===== config.mk =====
export PLATFORM = sky130hd
export DESIGN_NAME = bypass_bin_sched
export DESIGN_NICKNAME = d
export VERILOG_FILES = /design/src/rtl/bypass_bin_sched.sv
export SDC_FILE = /design/constraint.sdc
export NUM_CORES = 1
export LEC_CHECK = 0
export BUFFER_PORTS_ARGS = -buffer_cell sky130_fd_sc_hd__buf_2
export CAP_MARGIN = 20
export CORE_MARGIN = 5
export CORE_UTILIZATION = 58
export CTS_BUF_LIST = sky130_fd_sc_hd__clkbuf_16
export DETAILED_ROUTE_END_ITERATION = 8
export PLACE_DENSITY = 0.86
export SYNTH_ARGS = -nofsm -noshare
export SYNTH_HDL_FRONTEND = slang
export SYNTH_SLANG_ARGS = --single-unit
export TNS_END_PERCENT = 10

===== constraint.sdc =====
create_clock -name clk_i -period 7.99 [get_ports clk_i]
set_input_delay 0.799 -clock clk_i [delete_from_list [all_inputs] [get_ports clk_i]]
set_output_delay 0.799 -clock clk_i [all_outputs]
set_load 0.03 [all_outputs]

===== src/rtl/bypass_bin_sched.sv =====
// bypass_bin_sched
//   Sequencer for the equiprobable (bypass) bin path of the arithmetic decoder.
//   It accepts a request for 1..MAX_BINS bypass bins and steps the bypass
//   datapath. It decodes one bin per cycle, or two per cycle when the
//   BYPASS_DUAL_BIN_EN macro is defined. It pulls in a bitstream byte whenever
//   bits_needed reaches -1. It returns the packed bins with the updated
//   m_value and bits_needed.
//
//   Optional feature macro: BYPASS_DUAL_BIN_EN (two-bin-per-cycle path).
//
// Ports
//   clk_i, rst_i               clock, asynchronous active-high reset
//   req_valid_i / req_ready_o  request handshake
//   req_num_i                  bins requested (0 treated as 1)
//   m_range_i, m_value_in_i,
//   bits_needed_in_i           arithmetic state, latched on accept
//   byte_valid_i / byte_ready_o, byte_data_i   bitstream byte handshake
//   bins_valid_o / bins_ready_i                result handshake
//   bins_data_o, bins_num_o, m_value_out_o, bits_needed_out_o   result
module bypass_bin_sched #(
   parameter int MAX_BINS = 32
) (
   input  logic              clk_i,
   input  logic              rst_i,
   input  logic              req_valid_i,
   output logic              req_ready_o,
   input  logic [5:0]        req_num_i,
   input  logic [8:0]        m_range_i,
   input  logic [15:0]       m_value_in_i,
   input  logic signed [3:0] bits_needed_in_i,
   input  logic              byte_valid_i,
   output logic              byte_ready_o,
   input  logic [7:0]        byte_data_i,
   output logic              bins_valid_o,
   input  logic              bins_ready_i,
   output logic [31:0]       bins_data_o,
   output logic [5:0]        bins_num_o,
   output logic [15:0]       m_value_out_o,
   output logic signed [3:0] bits_needed_out_o
);

   typedef enum logic [1:0] {IDLE, DECODE, WAIT_BYTE, DONE} state_t;

   typedef struct packed {
      logic              bin;
      logic [15:0]       val;
      logic signed [3:0] bn;
   } res_t;

   localparam logic signed [3:0] BN_MIN = 4'sb1000;  // -8
   localparam logic signed [3:0] BN_INS = 4'sb1111;  // -1: next bin pulls a byte

   // One bypass bin: shift in a bit (plus a whole byte on an insert bin),
   // compare against the scaled range, subtract on a 1.
   function automatic res_t bin_step(input logic [15:0] val,
                                     input logic signed [3:0] bn,
                                     input logic [8:0] rng,
                                     input logic [7:0] byt,
                                     input logic ins);
      logic [16:0] v;
      logic [16:0] scaled;
      res_t        r;
      scaled = {1'b0, rng, 7'd0};
      v      = {val, 1'b0} + (ins ? {9'd0, byt} : 17'd0);
      r.bin  = (v >= scaled);
      r.val  = r.bin ? 16'(v - scaled) : v[15:0];
      r.bn   = ins ? BN_MIN : bn + 4'sd1;
      return r;
   endfunction

   state_t            state_q, state_d;
   logic [8:0]        range_q, range_d;
   logic [15:0]       value_q, value_d;
   logic signed [3:0] bn_q, bn_d;
   logic [5:0]        rem_q, rem_d;
   logic [5:0]        num_q, num_d;
   logic [31:0]       bins_q, bins_d;
   logic [5:0]        num_eff;
   logic              take1;
   res_t              s1;
`ifdef BYPASS_DUAL_BIN_EN
   logic              take2;
   res_t              s2;
`endif

   always_ff @(posedge clk_i or posedge rst_i) begin
      if (rst_i) begin
         state_q <= IDLE;
         range_q <= '0;
         value_q <= '0;
         bn_q    <= BN_MIN;
         rem_q   <= '0;
         num_q   <= '0;
         bins_q  <= '0;
      end else begin
         state_q <= state_d;
         range_q <= range_d;
         value_q <= value_d;
         bn_q    <= bn_d;
         rem_q   <= rem_d;
         num_q   <= num_d;
         bins_q  <= bins_d;
      end
   end

   always_comb begin
      state_d      = state_q;
      range_d      = range_q;
      value_d      = value_q;
      bn_d         = bn_q;
      rem_d        = rem_q;
      num_d        = num_q;
      bins_d       = bins_q;
      byte_ready_o = 1'b0;
      take1        = 1'b0;
`ifdef BYPASS_DUAL_BIN_EN
      take2        = 1'b0;
`endif

      if (req_num_i == 6'd0)               num_eff = 6'd1;
      else if (req_num_i > 6'(MAX_BINS))   num_eff = 6'(MAX_BINS);
      else                                 num_eff = req_num_i;

      s1 = bin_step(value_q, bn_q, range_q, byte_data_i, bn_q == BN_INS);
`ifdef BYPASS_DUAL_BIN_EN
      // Second bin is never an insert bin: the dual path is only taken
      // while bits_needed <= -3.
      s2 = bin_step(s1.val, s1.bn, range_q, byte_data_i, 1'b0);
`endif

      case (state_q)
         IDLE: begin
            if (req_valid_i) begin
               range_d = m_range_i;
               value_d = m_value_in_i;
               bn_d    = bits_needed_in_i;
               rem_d   = num_eff;
               num_d   = num_eff;
               bins_d  = '0;
               state_d = DECODE;
            end
         end
         DECODE: begin
            if (bn_q == BN_INS) begin
               if (byte_valid_i) begin
                  byte_ready_o = 1'b1;
                  take1        = 1'b1;
               end else begin
                  state_d = WAIT_BYTE;
               end
            end
`ifdef BYPASS_DUAL_BIN_EN
            else if (rem_q >= 6'd2 && bn_q <= -4'sd3) begin
               take2 = 1'b1;
            end
`endif
            else begin
               take1 = 1'b1;
            end
         end
         WAIT_BYTE: begin
            if (byte_valid_i) begin
               byte_ready_o = 1'b1;
               take1        = 1'b1;
            end
         end
         DONE: begin
            if (bins_ready_i) state_d = IDLE;
         end
         default: state_d = IDLE;
      endcase

      if (take1) begin
         value_d = s1.val;
         bn_d    = s1.bn;
         bins_d  = {bins_q[30:0], s1.bin};
         rem_d   = rem_q - 6'd1;
         state_d = (rem_d == 6'd0) ? DONE : DECODE;
      end
`ifdef BYPASS_DUAL_BIN_EN
      if (take2) begin
         value_d = s2.val;
         bn_d    = s2.bn;
         bins_d  = {bins_q[29:0], s1.bin, s2.bin};
         rem_d   = rem_q - 6'd2;
         state_d = (rem_d == 6'd0) ? DONE : DECODE;
      end
`endif
   end

   assign req_ready_o       = (state_q == IDLE);
   assign bins_valid_o      = (state_q == DONE);
   assign bins_data_o       = bins_q;
   assign bins_num_o        = num_q;
   assign m_value_out_o     = value_q;
   assign bits_needed_out_o = bn_q;

endmodule


# After elaboration in Yosys (flattened, before gate mapping)
# Cells that the tools add are included.
# Widths: inputs -> output; s select.
# totals
in_bits	48
wordCells	59
reg_bits	75
# classes
order_cmp	2
addsub	4
mux	29
n_reduce_logical	9
n_eq_ne	8
# ops
cell	count
$mux 32	3
$mux 16	4
$mux 6	5
$add 17x8->17	1
$ge 17x16->1	1
$mux 4	4
$sub 16x16->16	1
$logic_not 6->1	2
$mux 2	6
$mux 8	1
$gt 6x6->1 const B	1
$ne 3x3->1 const B	2
$pmux 2 s3	1
$sub 6x1->6 const B	1
$reduce_and 5->1	1
$add 4x2->4 const B	1
$eq 2x2->1 const B	2
$eq 4x1->1 const B	1
$pmux 1 s2	2
$reduce_and 2->1	2
$reduce_bool 2->1	2
$reduce_bool 4->1	1
$mux 1	3
$ne 3x1->1 const B	1
3 further kinds	3

# Depth between registers and ports, before layout
# depth
ltp_word	6
ltp_mapped	22
mapped_depth_nobuf	20

# Worst setup path before layout
# No wires, ideal clock.
# synth_timing
kind	flip-flop to flip-flop
from	register bn_q[0], in the netlist bits_needed_out_o[0]
to	register value_q[10], in the netlist m_value_out_o[10]
stages_incl_launch_ff	23
slack_ns	3.182
setup_time_ns	0.126
arrival_ns	4.682
cell_sequence	dfrtp_1 -> ha_1 -> and3_1 -> clkbuf_1 -> and2_1 -> ha_1 -> inv_1 -> fa_1 -> nand2b_1 -> a21oi_1 -> o21ai_0 -> nand2b_1 -> xnor2_1 -> ha_1 -> inv_1 -> fa_1 -> a211oi_1 -> nor2_1 -> o22ai_1 -> nor2b_1 -> o41a_1 -> buf_6 -> a221o_1
# synth_between
elab_chain_cells	6
elab_cells_between_ends	12
# synth_lines
element	line	text
start, declared	74	logic signed [3:0] bn_q, bn_d;
start signal, assigned	99	bn_q <= bn_d;
$eq 4x1->1 (*)	124, 144	
$mux 8	64	v = {val, 1'b0} + (ins ? {9'd0, byt} : 17'd0);
$add 17x8->17	64	
$sub 16x16->16 or $ge 17x16->1 (tied branches)	66, 65	
$mux 16	66	r.val = r.bin ? 16'(v - scaled) : v[15:0];
$mux 16	173	if (take1) begin
end signal, assigned	98	value_q <= value_d;
end, declared	73	logic [15:0] value_q, value_d;
# Mark *: on every way between the ends. The rest lies on a longest branch, timed or not.
# A chain may end at the register's enable or synchronous reset.

# Final worst setup path
# Same ends and word-level chain as after synthesis.

==> summary.txt <==
Final GP Congestion - 0.889
relative slew slack - 36.9%
Ports - 109
most used cell, CP - ha_1
setup_tns - 0 ps
LEAKAGE - 2.72 nW
vias in the first global route - 4323
global-route wire length before repair - 20.5 mm
path category of the worst min-delay check - reg -> reg
wire per inst - 16.6 um
grt ovf - 0
fraction of registers with async set/reset - 100%
worst r2r path cells - 20
Fmax - 0.192 GHz
vias - 4257
Initial Utilization - 58.6%
Layout Nets - 705
WP depth - 20
core area - 7610 sq um
skew final - 4.65 ps
Area Growth Syn to Fin - 20.5%
DRC violations left - 0
status - completed
highest net fanout along the worst path - 12
total wire length - 12.3 mm
RSZ-0062 raised after global routing - false
First DRT Iteration DRCs - 236
Antenna Violating Nets Remaining - 0
# rows - 32
worst endpoint required time - 8210 ps
Synth cell types - 57
maximum VDD drop - 319 uV
Crit. Startpoint - bits_needed_out_o[0]$_DFFE_PP0P_
CP Cell Sequence - ha_1 -> and3_1 -> and2_1 -> ha_1 -> inv_1 -> fa_1 -> nand2b_1 -> a21oi_1 -> o21ai_0 -> nand2b_1 -> xnor2_1 -> ha_1 -> inv_1 -> fa_1 -> a211oi_1 -> nor2_1 -> o22ai_1 -> nor2b_1 -> o41a_1 -> a221o_1
die width - 97.7 um
cell family contributing the most delay on the critical path - compound AO/OA/AOI/OAI gates
IO Port Bufs - 108
crit share post-route - 65.1%
CP Capture Type - flip-flop
Final Setup Violations - 0
critical path class - reg -> reg
Setup crit start kind - flip-flop
worst path arrival time - 5420 ps
Slew @ Worst Pin - 946 ps
Die Area - 9540 sq um
TritonCTS clock tree - done
Syn Inst Count - 532
total global routing track utilization - 26.0%
EDFF count, synth - 0
post-CTS sizing - 0
crit path time final - 5200 ps
Reg2Reg Capture Point - m_value_out_o[10]$_DFFE_PP0P_
Max clock buf depth - 2
Synth Cell Area - 4460 sq um
vias per cell - 5.75
clk slew on worst S/H paths - 60 ps
H-tree depth - 3
#FFs+latches synth - 75
worst-skew pair later-pin latency - 330 ps
largest net degree at the start of global routing - 76
worst r2r src - bits_needed_out_o[0]$_DFFE_PP0P_
Sink Count - 75
CP Buf/Inv Count - 2
Pre-Repair DR Iteration Count - 5
cell taking the most area after synthesis - dfrtp_1
critical path's slowest cell - o41a_1
FF-to-FF setup slack - 2790 ps
Syn Nets - 605
placed insts - 723
initial antenna violation count - 0
total setup buffers inserted after CTS - 0
Mapped Avg Cell Area - 8.38 sq um
Worst Setup EP - m_value_out_o[10]$_DFFE_PP0P_
cts hold-fix bufs - 0
share of layout cells above drive strength 1 - 22.4%
clock root buffer - clkbuf_16
TritonCTS buffer count - 9
die height - 97.7 um
HPWL Detailed - 8.80 mm
top post-synthesis cells by area - dfrtp_1, nand2_1, ha_1
CP max stage delay - 600 ps
pwr dens - 511 nW/um^2
Yosys top cell area share - 41.5%
number of max-cap violations - 0
Top FF cell, synth - dfrtp_1
yosys synthesis warning count - 0
count of final hold-check violations - 0
hold-critical path depth - 1
final std cells w/o fill - 740
Seq/Total Area, Yosys - 42.1%
final slew viol count - 0
[cell usage after synthesis, drive strengths merged (2+ instances only)]
library cell,number
a211oi,6
a21o,3
a21oi,13
a221oi,4
a222oi,2
a31oi,11
and2,7
and3,10
buf,9
clkbuf,15
dfrtp,74
fa,2
ha,23
inv,32
mux2i,2
nand2,132
nand2b,3
nand3,36
nand4,4
nor2,37
nor2b,3
nor3,11
nor3b,3
nor4,2
o2111ai,2
o211ai,8
o21a,2
o21ai,27
o221ai,3
o22ai,3
o311ai,2
or3,5
or4,2
xnor2,11
xor2,9
[cells by family (layout without fill, tap and decap cells)]
kind of cell,Yosys count,count (layout),synth area share (%)
flip-flops,75,75,42.1
XOR/XNOR,20,20,3.93
multiplexers,2,2,0.449
adder cells (fa/ha/maj),25,25,7.35
AND/OR/NAND/NOR,259,259,26.4
other,0,1,0
AO/OA/AOI/OAI,95,95,14.9
buffers and inverters,56,161,4.88
[flip-flops by register name, indices dropped and copies added (netlist names)]
name,cells
m_value_out_o,16
range_q,9
bins_num_o,6
rem_q,6
bits_needed_out_o,4
state_q,2
bins_data_o,32
[cell usage in the layout, fill, tap and decap left out, drive strengths merged, types with 4 or more instances in the layout]
cell type  instances
nand4              4
and2               7
xnor2             11
nor3              11
ha                23
or3                5
nor2              37
nand2            132
a21oi             13
a221oi             4
a31oi             11
o21ai             27
buf              113
xor2               9
clkinv             4
a211oi             6
nand3             36
inv               34
and3              10
o211ai             8
dfrtp             74
clkbuf             9
[through the flow]
step                power [mW]  utilization [%]  setup slack, ps  hold slack, ps  instance area [sq um]
floorplan                 1.90                -             3180             452                   4460
global placement          2.27             66.7             3070             455                   5080
detailed placement        2.33             66.7             2870             468                   5080
CTS                       2.74             70.6             2840             482                   5370
global route              2.94             70.6             2410             506                   5370
finish                    2.74             70.6             2790             481                   5370
[power by group]
| group | leakage (nW) | switching (mW) | internal (mW) | total (mW) |
|---|---|---|---|---|
| registers | 0.905 | 0.160 | 0.576 | 0.736 |
| logic | 1.66 | 1.04 | 0.565 | 1.60 |
| clock network | 0.149 | 0.165 | 0.241 | 0.407 |
[per-layer routing]
layer	up-vias	global-route usage (%)	share of wire [%]	wire (um)
met1	2038	32.7	41	5000
met3	29	7.11	8.4	1040
met4	0	10.0	2.4	300
li1	2031	-	-	-
met5	-	0	0	0
met2	159	42.8	48	5930
[how the worst min path moves through the flow]
stage	startpoint	slack, ps	to
2_1_floorplan	range_q[0]$_DFFE_PP0P_	450	range_q[0]$_DFFE_PP0P_
3_5_place_dp	bins_num_o[1]$_DFFE_PP0P_	470	bins_num_o[1]$_DFFE_PP0P_
6_report	bins_num_o[1]$_DFFE_PP0P_	480	bins_num_o[1]$_DFFE_PP0P_
3_3_place_gp	bins_num_o[1]$_DFFE_PP0P_	450	bins_num_o[1]$_DFFE_PP0P_
5_1_grt	bins_num_o[1]$_DFFE_PP0P_	510	bins_num_o[1]$_DFFE_PP0P_
4_1_cts	bins_num_o[1]$_DFFE_PP0P_	480	bins_num_o[1]$_DFFE_PP0P_
[final cells by class]
cell class	instances	area, sq um
Clock buffer	9	225
Timing Repair Buffer	113	578
Multi-Input combinational cell	401	2370
Sequential cell	75	1880
Tap cell	102	128
Inverter	32	120
Clock inverter	7	68.8
Fill cell	613	2230
Antenna cell	1	2.50
Note: power is estimated with default switching activity, not from simulation.
